### src/rtl/alu_mc_pkg.sv
// Shared types for the multi-cycle ALU: op codes, FSM states, shift kinds.
// No logic here; consumed by alu_mc and alu_mc_shifter.
// Op codes 11..15 are deliberately left unassigned and decode as illegal.
package alu_mc_pkg;

    typedef enum logic [3:0] {
        ADD  = 4'd0,
        SUB  = 4'd1,
        SLL  = 4'd2,
        SRL  = 4'd3,
        SRA  = 4'd4,
        AND  = 4'd5,
        OR   = 4'd6,
        XOR  = 4'd7,
        SLT  = 4'd8,
        SLTU = 4'd9,
        LUI  = 4'd10
    } alu_op_t;

    typedef enum logic [1:0] {
        IDLE  = 2'd0,
        SHIFT = 2'd1,
        DONE  = 2'd2
    } alu_state_t;

    typedef enum logic [1:0] {
        SH_LEFT      = 2'd0,
        SH_RIGHT_LOG = 2'd1,
        SH_RIGHT_ARI = 2'd2
    } shift_kind_t;

    function automatic logic is_shift(input alu_op_t op);
        return (op == SLL) || (op == SRL) || (op == SRA);
    endfunction

endpackage

### src/rtl/alu_mc_shifter.sv
// Shift datapath for alu_mc: iterative 1 bit/cycle, or combinational with ALU_BARREL_SHIFT_EN.
// Latency: iterative done after shamt step cycles (counter loaded with shamt-1); barrel done with start.
// No backpressure: the parent FSM only starts a shift from IDLE and waits for o_done.
module alu_mc_shifter
    import alu_mc_pkg::*;
#(
    parameter int DATA_WIDTH = 32,
    parameter int SHAMT_W    = 5
) (
    input  logic                  clk,
    input  logic                  rstN,
    input  logic                  i_flush,
    input  logic                  i_start,
    input  logic [1:0]            i_kind,
    input  logic [DATA_WIDTH-1:0] i_a,
    input  logic [SHAMT_W-1:0]    i_shamt,
    output logic                  o_done,
    output logic [DATA_WIDTH-1:0] o_result
);

`ifdef ALU_BARREL_SHIFT_EN

    // Control inputs are only needed by the iterative variant.
    logic w_unused;
    assign w_unused = ^{clk, rstN, i_flush};

    assign o_done = i_start;

    // Whole shift resolved in the accept cycle.
    always_comb begin
        o_result = i_a;
        case (i_kind)
            SH_LEFT:      o_result = i_a << i_shamt;
            SH_RIGHT_LOG: o_result = i_a >> i_shamt;
            SH_RIGHT_ARI: o_result = $signed(i_a) >>> i_shamt;
            default:      o_result = i_a;
        endcase
    end

`else

    localparam logic [SHAMT_W-1:0] CNT_ONE = SHAMT_W'(1);

    logic                  r_busy;
    logic [SHAMT_W-1:0]    r_cnt;
    logic [DATA_WIDTH-1:0] r_val;
    logic [1:0]            r_kind;
    logic [DATA_WIDTH-1:0] w_step;

    // One-bit step of the working value; exposed so the last step lands in the result directly.
    always_comb begin
        w_step = r_val;
        case (r_kind)
            SH_LEFT:      w_step = {r_val[DATA_WIDTH-2:0], 1'b0};
            SH_RIGHT_LOG: w_step = {1'b0, r_val[DATA_WIDTH-1:1]};
            SH_RIGHT_ARI: w_step = {r_val[DATA_WIDTH-1], r_val[DATA_WIDTH-1:1]};
            default:      w_step = r_val;
        endcase
    end

    // Load on start (counter holds remaining steps minus one), then shift and count down.
    always_ff @(posedge clk or negedge rstN) begin
        if (!rstN) begin
            r_busy <= 1'b0;
            r_cnt  <= '0;
            r_val  <= '0;
            r_kind <= 2'd0;
        end else if (i_flush) begin
            r_busy <= 1'b0;
        end else if (i_start) begin
            r_busy <= 1'b1;
            r_cnt  <= i_shamt - CNT_ONE;
            r_val  <= i_a;
            r_kind <= i_kind;
        end else if (r_busy) begin
            r_val <= w_step;
            if (r_cnt == '0) begin
                r_busy <= 1'b0;
            end else begin
                r_cnt <= r_cnt - CNT_ONE;
            end
        end
    end

    assign o_done   = r_busy && (r_cnt == '0);
    assign o_result = w_step;

`endif

endmodule

### src/rtl/alu_mc.sv
// RV32I execute ALU, one op per valid/ready handshake; ALU_BARREL_SHIFT_EN selects combinational shifts.
// Latency 1 for all ops; iterative shifts take shamt+1 (shamt 0 takes 1).
// in_ready only in IDLE; result held in DONE until out_ready; flush aborts anything in flight.
module alu_mc
    import alu_mc_pkg::*;
#(
    parameter int DATA_WIDTH = 32
) (
    input  logic                  clk,
    input  logic                  rstN,
    input  logic                  flush,
    input  logic                  in_valid,
    output logic                  in_ready,
    input  logic [3:0]            op,
    input  logic [DATA_WIDTH-1:0] bus_a,
    input  logic [DATA_WIDTH-1:0] bus_b,
    output logic                  out_valid,
    input  logic                  out_ready,
    output logic [DATA_WIDTH-1:0] out,
    output logic                  Z,
    output logic                  error
);

    localparam int SHAMT_W = $clog2(DATA_WIDTH);
    localparam int MSB     = DATA_WIDTH - 1;

    alu_state_t            r_state;
    alu_state_t            w_state_nxt;
    logic [DATA_WIDTH-1:0] r_out;
    logic                  r_z;
    logic                  r_err;

    alu_op_t               w_op;
    logic                  w_accept;
    logic                  w_is_shift;
    logic                  w_shift_now;
    logic [SHAMT_W-1:0]    w_shamt;
    logic [1:0]            w_kind;
    logic                  w_sh_start;
    logic                  w_sh_done;
    logic [DATA_WIDTH-1:0] w_sh_result;
    logic [DATA_WIDTH-1:0] w_sum;
    logic [DATA_WIDTH-1:0] w_diff;
    logic [DATA_WIDTH-1:0] w_res;
    logic                  w_err;
    logic                  w_load;
    logic [DATA_WIDTH-1:0] w_load_res;
    logic                  w_load_err;

    assign w_op       = alu_op_t'(op);
    assign w_accept   = in_valid && in_ready;
    assign w_is_shift = is_shift(w_op);
    assign w_shamt    = bus_b[SHAMT_W-1:0];
    assign w_kind     = (w_op == SLL) ? SH_LEFT :
                        (w_op == SRL) ? SH_RIGHT_LOG : SH_RIGHT_ARI;
    assign w_sum      = bus_a + bus_b;
    assign w_diff     = bus_a - bus_b;

`ifdef ALU_BARREL_SHIFT_EN
    assign w_shift_now = 1'b0;
    assign w_sh_start  = w_accept && w_is_shift;
`else
    // A zero shift amount needs no stepping and completes like any other op.
    assign w_shift_now = (w_shamt != '0);
    assign w_sh_start  = w_accept && w_is_shift && w_shift_now;
`endif

    alu_mc_shifter #(
        .DATA_WIDTH(DATA_WIDTH),
        .SHAMT_W   (SHAMT_W)
    ) u_shifter (
        .clk     (clk),
        .rstN    (rstN),
        .i_flush (flush),
        .i_start (w_sh_start),
        .i_kind  (w_kind),
        .i_a     (bus_a),
        .i_shamt (w_shamt),
        .o_done  (w_sh_done),
        .o_result(w_sh_result)
    );

    // Single-cycle result from the operands presented at accept.
    always_comb begin
        w_res = bus_a;
        w_err = 1'b0;
        case (w_op)
            ADD: begin
                w_res = w_sum;
                w_err = (bus_a[MSB] == bus_b[MSB]) && (w_sum[MSB] != bus_a[MSB]);
            end
            SUB: begin
                w_res = w_diff;
                w_err = (bus_a[MSB] != bus_b[MSB]) && (w_diff[MSB] != bus_a[MSB]);
            end
`ifdef ALU_BARREL_SHIFT_EN
            SLL, SRL, SRA: w_res = w_sh_result;
`else
            SLL, SRL, SRA: w_res = bus_a;
`endif
            AND:  w_res = bus_a & bus_b;
            OR:   w_res = bus_a | bus_b;
            XOR:  w_res = bus_a ^ bus_b;
            SLT:  w_res = {{(DATA_WIDTH-1){1'b0}}, ($signed(bus_a) < $signed(bus_b))};
            SLTU: w_res = {{(DATA_WIDTH-1){1'b0}}, (bus_a < bus_b)};
            LUI:  w_res = bus_b;
            default: begin
                w_res = bus_a;
                w_err = 1'b1;
            end
        endcase
    end

    // FSM state register.
    always_ff @(posedge clk or negedge rstN) begin
        if (!rstN) begin
            r_state <= IDLE;
        end else begin
            r_state <= w_state_nxt;
        end
    end

    // FSM next state; flush overrides accept and out_ready.
    always_comb begin
        w_state_nxt = r_state;
        if (flush) begin
            w_state_nxt = IDLE;
        end else begin
            case (r_state)
                IDLE:    if (w_accept) w_state_nxt = (w_is_shift && w_shift_now) ? SHIFT : DONE;
                SHIFT:   if (w_sh_done) w_state_nxt = DONE;
                DONE:    if (out_ready) w_state_nxt = IDLE;
                default: w_state_nxt = IDLE;
            endcase
        end
    end

    // FSM outputs are pure state decodes.
    always_comb begin
        in_ready  = (r_state == IDLE);
        out_valid = (r_state == DONE);
    end

    assign w_load     = (w_state_nxt == DONE) && (r_state != DONE);
    assign w_load_res = (r_state == SHIFT) ? w_sh_result : w_res;
    assign w_load_err = (r_state == SHIFT) ? 1'b0 : w_err;

    // Result registers capture on entry to DONE and hold until the next op.
    always_ff @(posedge clk or negedge rstN) begin
        if (!rstN) begin
            r_out <= '0;
            r_z   <= 1'b0;
            r_err <= 1'b0;
        end else if (w_load) begin
            r_out <= w_load_res;
            r_z   <= (w_load_res == '0);
            r_err <= w_load_err;
        end
    end

    assign out   = r_out;
    assign Z     = r_z;
    assign error = r_err;

endmodule

### config.mk
export PLATFORM = sky130hd
export DESIGN_NAME = alu_mc
export DESIGN_NICKNAME = d
export VERILOG_FILES = /design/src/rtl/alu_mc_pkg.sv /design/src/rtl/alu_mc_shifter.sv /design/src/rtl/alu_mc.sv
export SDC_FILE = /design/constraint.sdc
export NUM_CORES = 1
export LEC_CHECK = 0
export BUFFER_PORTS_ARGS = -buffer_cell sky130_fd_sc_hd__buf_4
export CAP_MARGIN = 10
export CORE_AREA = 2 2 145 161
export DETAILED_ROUTE_END_ITERATION = 10
export DIE_AREA = 0 0 147 163
export GPL_TIMING_DRIVEN = 1
export PLACE_DENSITY = 0.79
export SYNTH_ARGS = -nofsm -noshare
export SYNTH_HDL_FRONTEND = slang
export SYNTH_SLANG_ARGS = --single-unit
### constraint.sdc
create_clock -name clk -period 6.06 [get_ports clk]
set_input_delay 0.303 -clock clk [delete_from_list [all_inputs] [get_ports clk]]
set_output_delay 0.303 -clock clk [all_outputs]
set_load 0.1 [all_outputs]
**Yosys cells after proc, flatten, opt, wreduce, memory -nomap -nowiden**

Index checks and enable logic that the tools add are counted.

- Bitwise operators: 4
- $add $sub $neg: 4
- Equality and inequality tests: 21
- Reduce and logical (&&, ||, !) cells: 21
- Order comparisons: 2
- Multiplexer cells: 22

Operators with widths:

| kind | count |
|---|---|
| one-hot mux 32 bit (8 select lines) | 1 |
| two-way mux 32 bit | 3 |
| one-hot mux 32 bit (3 select lines) | 1 |
| < comparator 32 bit | 2 |
| adder 32 bit | 1 |
| AND 32 bit | 1 |
| zero test 32 bit | 1 |
| OR 32 bit | 1 |
| subtractor 32 bit | 1 |
| XOR 32 bit | 1 |
| equality test 4 x 3 -> 1 bit (second input constant) | 4 |
| two-way mux 5 bit | 3 |
| two-way mux 2 bit | 7 |
| equality test 4 bit (second input constant) | 3 |
| subtractor 5 x 1 -> 5 bit (second input constant) | 2 |
| OR reduction 9 bit | 1 |
| equality test 4 x 2 -> 1 bit (second input constant) | 2 |
| logical AND 1 bit | 8 |
| equality test 2 bit (second input constant) | 3 |
| one-hot mux 2 bit (3 select lines) | 1 |
| zero test 5 bit | 1 |
| two-way mux 1 bit | 5 |
| nonzero test 5 bit | 1 |
| equality test 2 x 1 -> 1 bit (second input constant) | 2 |
| other kinds (13) | 18 |

- Output and inout port bits: 36
- Bits in registers: 76
- Bits of input ports: 73

**Depth between registers and ports, before layout**

- Depth in word-level cells: 10
- Depth in mapped cells: 15

**Hierarchy**

A second synthesis with hierarchy kept.

- Cells, all modules: 1507
- Area total of the unflattened synthesis: 11250.8 um2

By module, submodules not included:

| module | area each (um2) | seq. area each (um2) | cells an instance | instances |
|---|---|---|---|---|
| alu_mc | 8247.9 | 900.9 | 1212 | 1 |
| alu_mc_shifter | 3002.9 | 1001.0 | 295 | 1 |

**Worst setup path after synthesis**

Ideal clock, no wire load.

- Path kind: register -> register
- Start point: register r_state[0]
- End point: register u_shifter.r_cnt[4]
- Library setup time: 0.136 ns
- Data arrival time: 3.468 ns
- Path slack: 2.457 ns
- Clock period less this slack: 3.603 ns
- Cell stages (with the launch flop): 11
- Data required time: 5.924 ns
- Path buffers: 3
- Cells stage by stage: dfrtp_1 > nor2_1 > nand3_1 > clkbuf_1 > buf_1 > buf_1 > a21oi_1 > ha_1 > inv_1 > a2111oi_0 > nor3_1

- Cells in the longest elaborated chain, start to end: 6

Ends and longest elaborated chain:

| what | RTL line | source |
|---|---|---|
| from (decl) | alu_mc.sv:27 | `alu_state_t r_state;` |
| from (signal assigned) | alu_mc.sv:119 | `r_state <= w_state_nxt;` |
| zero test 2 bit (*) | alu_mc.sv:140 | `in_ready = (r_state == IDLE);` |
| net in_ready | alu_mc.sv:13 | `output logic in_ready,` |
| logical AND 1 bit (*) | alu_mc.sv:51 | `assign w_accept = in_valid && in_ready;` |
| logical AND 1 bit (*) (2 in series) | alu_mc.sv:65 | `assign w_sh_start = w_accept && w_is_shift && w_shift_now;` |
| inequality test 2 x 1 -> 1 bit (no source line) / nonzero test 2 bit (equally long branches) | -- |  |
| AND reduction 3 bit (no source line) | -- |  |
| to (signal assigned) | alu_mc_shifter.sv:72 | `r_cnt <= i_shamt - CNT_ONE;` |
| to (signal assigned) | alu_mc_shifter.sv:80 | `r_cnt <= r_cnt - CNT_ONE;` |
| to (decl) | alu_mc_shifter.sv:45 | `logic [SHAMT_W-1:0] r_cnt;` |

The timed path passes the listed nets; every way through them passes the cells marked *.
A chain may end at the register's enable or synchronous reset.

**Final worst setup path**

- Start point: input port bus_a[5]
- End point: register r_z (netlist: Z)

- Cells in the longest elaborated chain, start to end: 4

Ends and longest elaborated chain:

| what | RTL line | source |
|---|---|---|
| from (decl) | alu_mc.sv:15 | `input logic [DATA_WIDTH-1:0] bus_a,` |
| subtractor 32 bit (tied with other cells) | alu_mc.sv:57 | `assign w_diff = bus_a - bus_b;` |
| one-hot mux 32 bit (8 select lines) (*) | alu_mc.sv:87 | `case (w_op)` |
| two-way mux 32 bit (*) | alu_mc.sv:145 | `assign w_load_res = (r_state == SHIFT) ? w_sh_result : w_res;` |
| zero test 32 bit (*) | alu_mc.sv:156 | `r_z <= (w_load_res == '0);` |
| to (signal assigned) | alu_mc.sv:156 |  |
| to (decl) | alu_mc.sv:30 | `logic r_z;` |

Mark *: on every way between the ends. The rest lies on a longest branch, timed or not.

==> flow_summary.toml <==
[run_status]
outcome = "completed"

[global_routing]
grt_pass1_vias = 12400
met1_usage = 0.538
grt_util_all_layers = 0.390
busiest_layer = "met2"
overflow = 0
antenna_found_initial = 0
grt_pass1_wl_um = 72400
gr-usage-met2 = 0.590
use_met3 = 0.0840
grt_max_degree = 77

[logic_synthesis]
ys.flop_type = "dfrtp_1"
syn_area_per_cell_sq_um = 6.95
synthArstFlopShare = 1.00
syn-cell-area_sq_um = 11200
synthCells = 1617
synth_edf_count = 0
synth-seq-cells = 76
synth_compound_area_frac = 0.345
synth_top_family_by_area = "compound AO/OA/AOI/OAI gates"
synth_top_area_cell = "dfrtp_1"
syn_nets = 1798
ys_types = 95
yosysWarningCount = 0
muxShareOfSynthArea = 0.0364
yosys.area_share.simple = 0.243
synth.top_cell.area_share = 0.169
synth_fa_ha_area_frac = 0.122
ys_seq_area_frac = 0.169
ys_top_cells_by_area = "dfrtp_1 17%, ha_1 12%, a21oi_1 7.4%"
synth_xor_area_frac = 0.0117

[placement]
port_buffers = 108
dpl_cell_area_sq_um = 12200
gp_congestion = 1.06
hpwl_um = 35800
dp_cells = 1934
dp_slack_ns = 1.61

[cts]
ctsHoldBuffers = 0
cts_setup_buffers = 0
numCtsBuffers = 9
clock_path_buffers = 2
cts-resized-gates = 0
cts_num_sinks = 76
htree_levels = 3
cts_tree = "yes"
cts-root-buf = "clkbuf_16"
clk_pin_slew_ns = 0.06
insertion_delay_ns = 0.33

[route]
dr.pass1.iters = 6
ant_nets = 0
drc_errors = 0
drtIter0Drc = 1730
routed_via_density = 6.76
drt-total-wl_um = 47600
vias = 13200
wl_per_cell_um = 24.4

[critical_path]
rr_startpoint = "u_shifter.r_kind[1]"
reg2reg_to = "Z"
reg2reg_depth = 10
worst-setup-path-type = "in2reg"
crit_start = "bus_a[5]"
critPathMaxStageDelay_ns = 0.81
worstPathCellList = "buf_4 > inv_1 > ha_1 > inv_1 > a21oi_1 > a2111oi_2 > o32ai_2 > a21oi_1 > or4_1 > a31oi_1 > a211o_1 > a2111oi_0 > nand4_1 > nand2_1"
cp.required_ns = 6.33
cpMaxStageDelayCell = "a2111oi_2"
endpoint_kind = "flip-flop"
cp-endpoint = "Z"
cp_max_fo = 12
worstSetupStartpointType = "input pin"
reg2reg_slack_ns = 2.21
critPathArrivalTime_ns = 4.56

[cells_and_area]
multi_input_area_sq_um = 8580
stdcell_area_sq_um = 12500
final_cell_mix = "167 x nor2_1, 167 x a21oi_1, 162 x nand2_1, 158 x o21ai_0, 127 x buf_4"
stdcell_count = 1952
drive_gt1_frac = 0.122
register_area_sq_um = 1900
fillers = 2270
area_growth_pct = 11.1
fin_nets = 1827
final_core_util = 0.555

[power]
p_comb_frac = 0.597
p_total_mw = 3.46
powerDensity_nw_per_um2 = 277
leakagePower_nw = 5.41
p_int_mw = 1.62
p_sw_frac = 0.533
switching_power_mw = 1.84
power_frac_clock = 0.147
vdd_drop_max_v = 0.000231
seqPwrFrac = 0.257

[job]
maxCapViolCount = 0

[sta]
setup_viol = 0
slew_headroom = 0.187
maxSlewViolCount = 0
fin_ws_ns = 1.76
tightest_slew_ns = 1.22
hold_viol = 0
setup_tns_ns = 0
rsz0062_at_grt = "false"
finClkSkew_ns = 0.00464
fin_crit_ns = 4.30
hold_slack_ns = 0.124
fmax_mhz = 233
fin_crit_sh = 0.709

[floorplan]
core-area_sq_um = 22500
die_w_um = 147
initial_utilization = 0.499
die_y_um = 163
fp.dieArea_sq_um = 24000
num_rows = 58
io-pin-count = 109

[hold_path]
hold_path.class = "in2async"
## worst max-delay path, delay by kind of cell
kind	cells	cell delay, ns
AOI/OAI and AO/OA	7	2.71
and+or+nand+nor	3	0.55
buffers and inverters	3	0.49
adders and majority gates	1	0.51
## worst min-delay path by stage
stage | start | endpoint | slack [ns] | cells after the start
after floorplan | rstN | Z | 0.007 | 0
after global placement | out[1] | out[1] | 0.46 | 1
after detailed placement | out[0] | out[0] | 0.47 | 2
after CTS | rstN | out[25] | 0.16 | 1
after global routing | rstN | out[25] | 0.20 | 1
final | rstN | out[25] | 0.12 | 1
## logic make-up after synthesis
kind of cell	Yosys count
buffers and inverters	208
XOR/XNOR	15
adder cells (fa/ha/maj)	108
multiplexers	39
AND/OR/NAND/NOR	570
AO/OA/AOI/OAI	601
flip-flops	76
## registers in the layout, indices dropped and copies added (netlist names)
name              cells
error                 1
u_shifter.r_cnt       5
out                  32
u_shifter.r_busy      1
u_shifter.r_val      32
u_shifter.r_kind      2
r_state               2
Z                     1
## Yosys cell counts (15+ instances only)
master / instances
a211oi_1: 15
a21o_1: 22
a21oi_1: 167
a221oi_1: 17
a31oi_1: 23
buf_2: 19
clkbuf_1: 77
dfrtp_1: 76
ha_1: 106
inv_1: 94
mux2_2: 15
mux2i_1: 24
nand2_1: 162
nand2b_1: 32
nand3_1: 35
nand4_1: 21
nor2_1: 168
nor2b_1: 31
nor3_1: 40
o211ai_1: 35
o21ai_0: 158
o31ai_1: 32
## routing by layer
layer  share of wire  routed length (um)  vias up
li1                -                   -     5964
met1            0.41               19300     6190
met2            0.43               20300      901
met3            0.12                5930      146
met4           0.043                2070        0
met5               0                   0        -
## layout make-up
cell class / instances / area share
clock inverters: 1 / 0.000401
flip-flops and latches: 76 / 0.152
multi-input cells: 1333 / 0.687
clock buffers: 15 / 0.0223
diodes: 1 / 0.000201
repair buffers: 128 / 0.0780
inverters: 98 / 0.0295
well taps: 300 / 0.0301
## power by group through the flow
stage	Combinational (mW)	Clock, mW	Sequential [mW]
floorplan	1.04	0	1.28
global placement	1.98	0	0.878
detailed placement	2.00	0	0.888
CTS	2.01	0.511	0.882
global route	2.21	0.535	0.913
finish	2.06	0.507	0.888
Note: power is estimated with default switching activity, not from simulation.
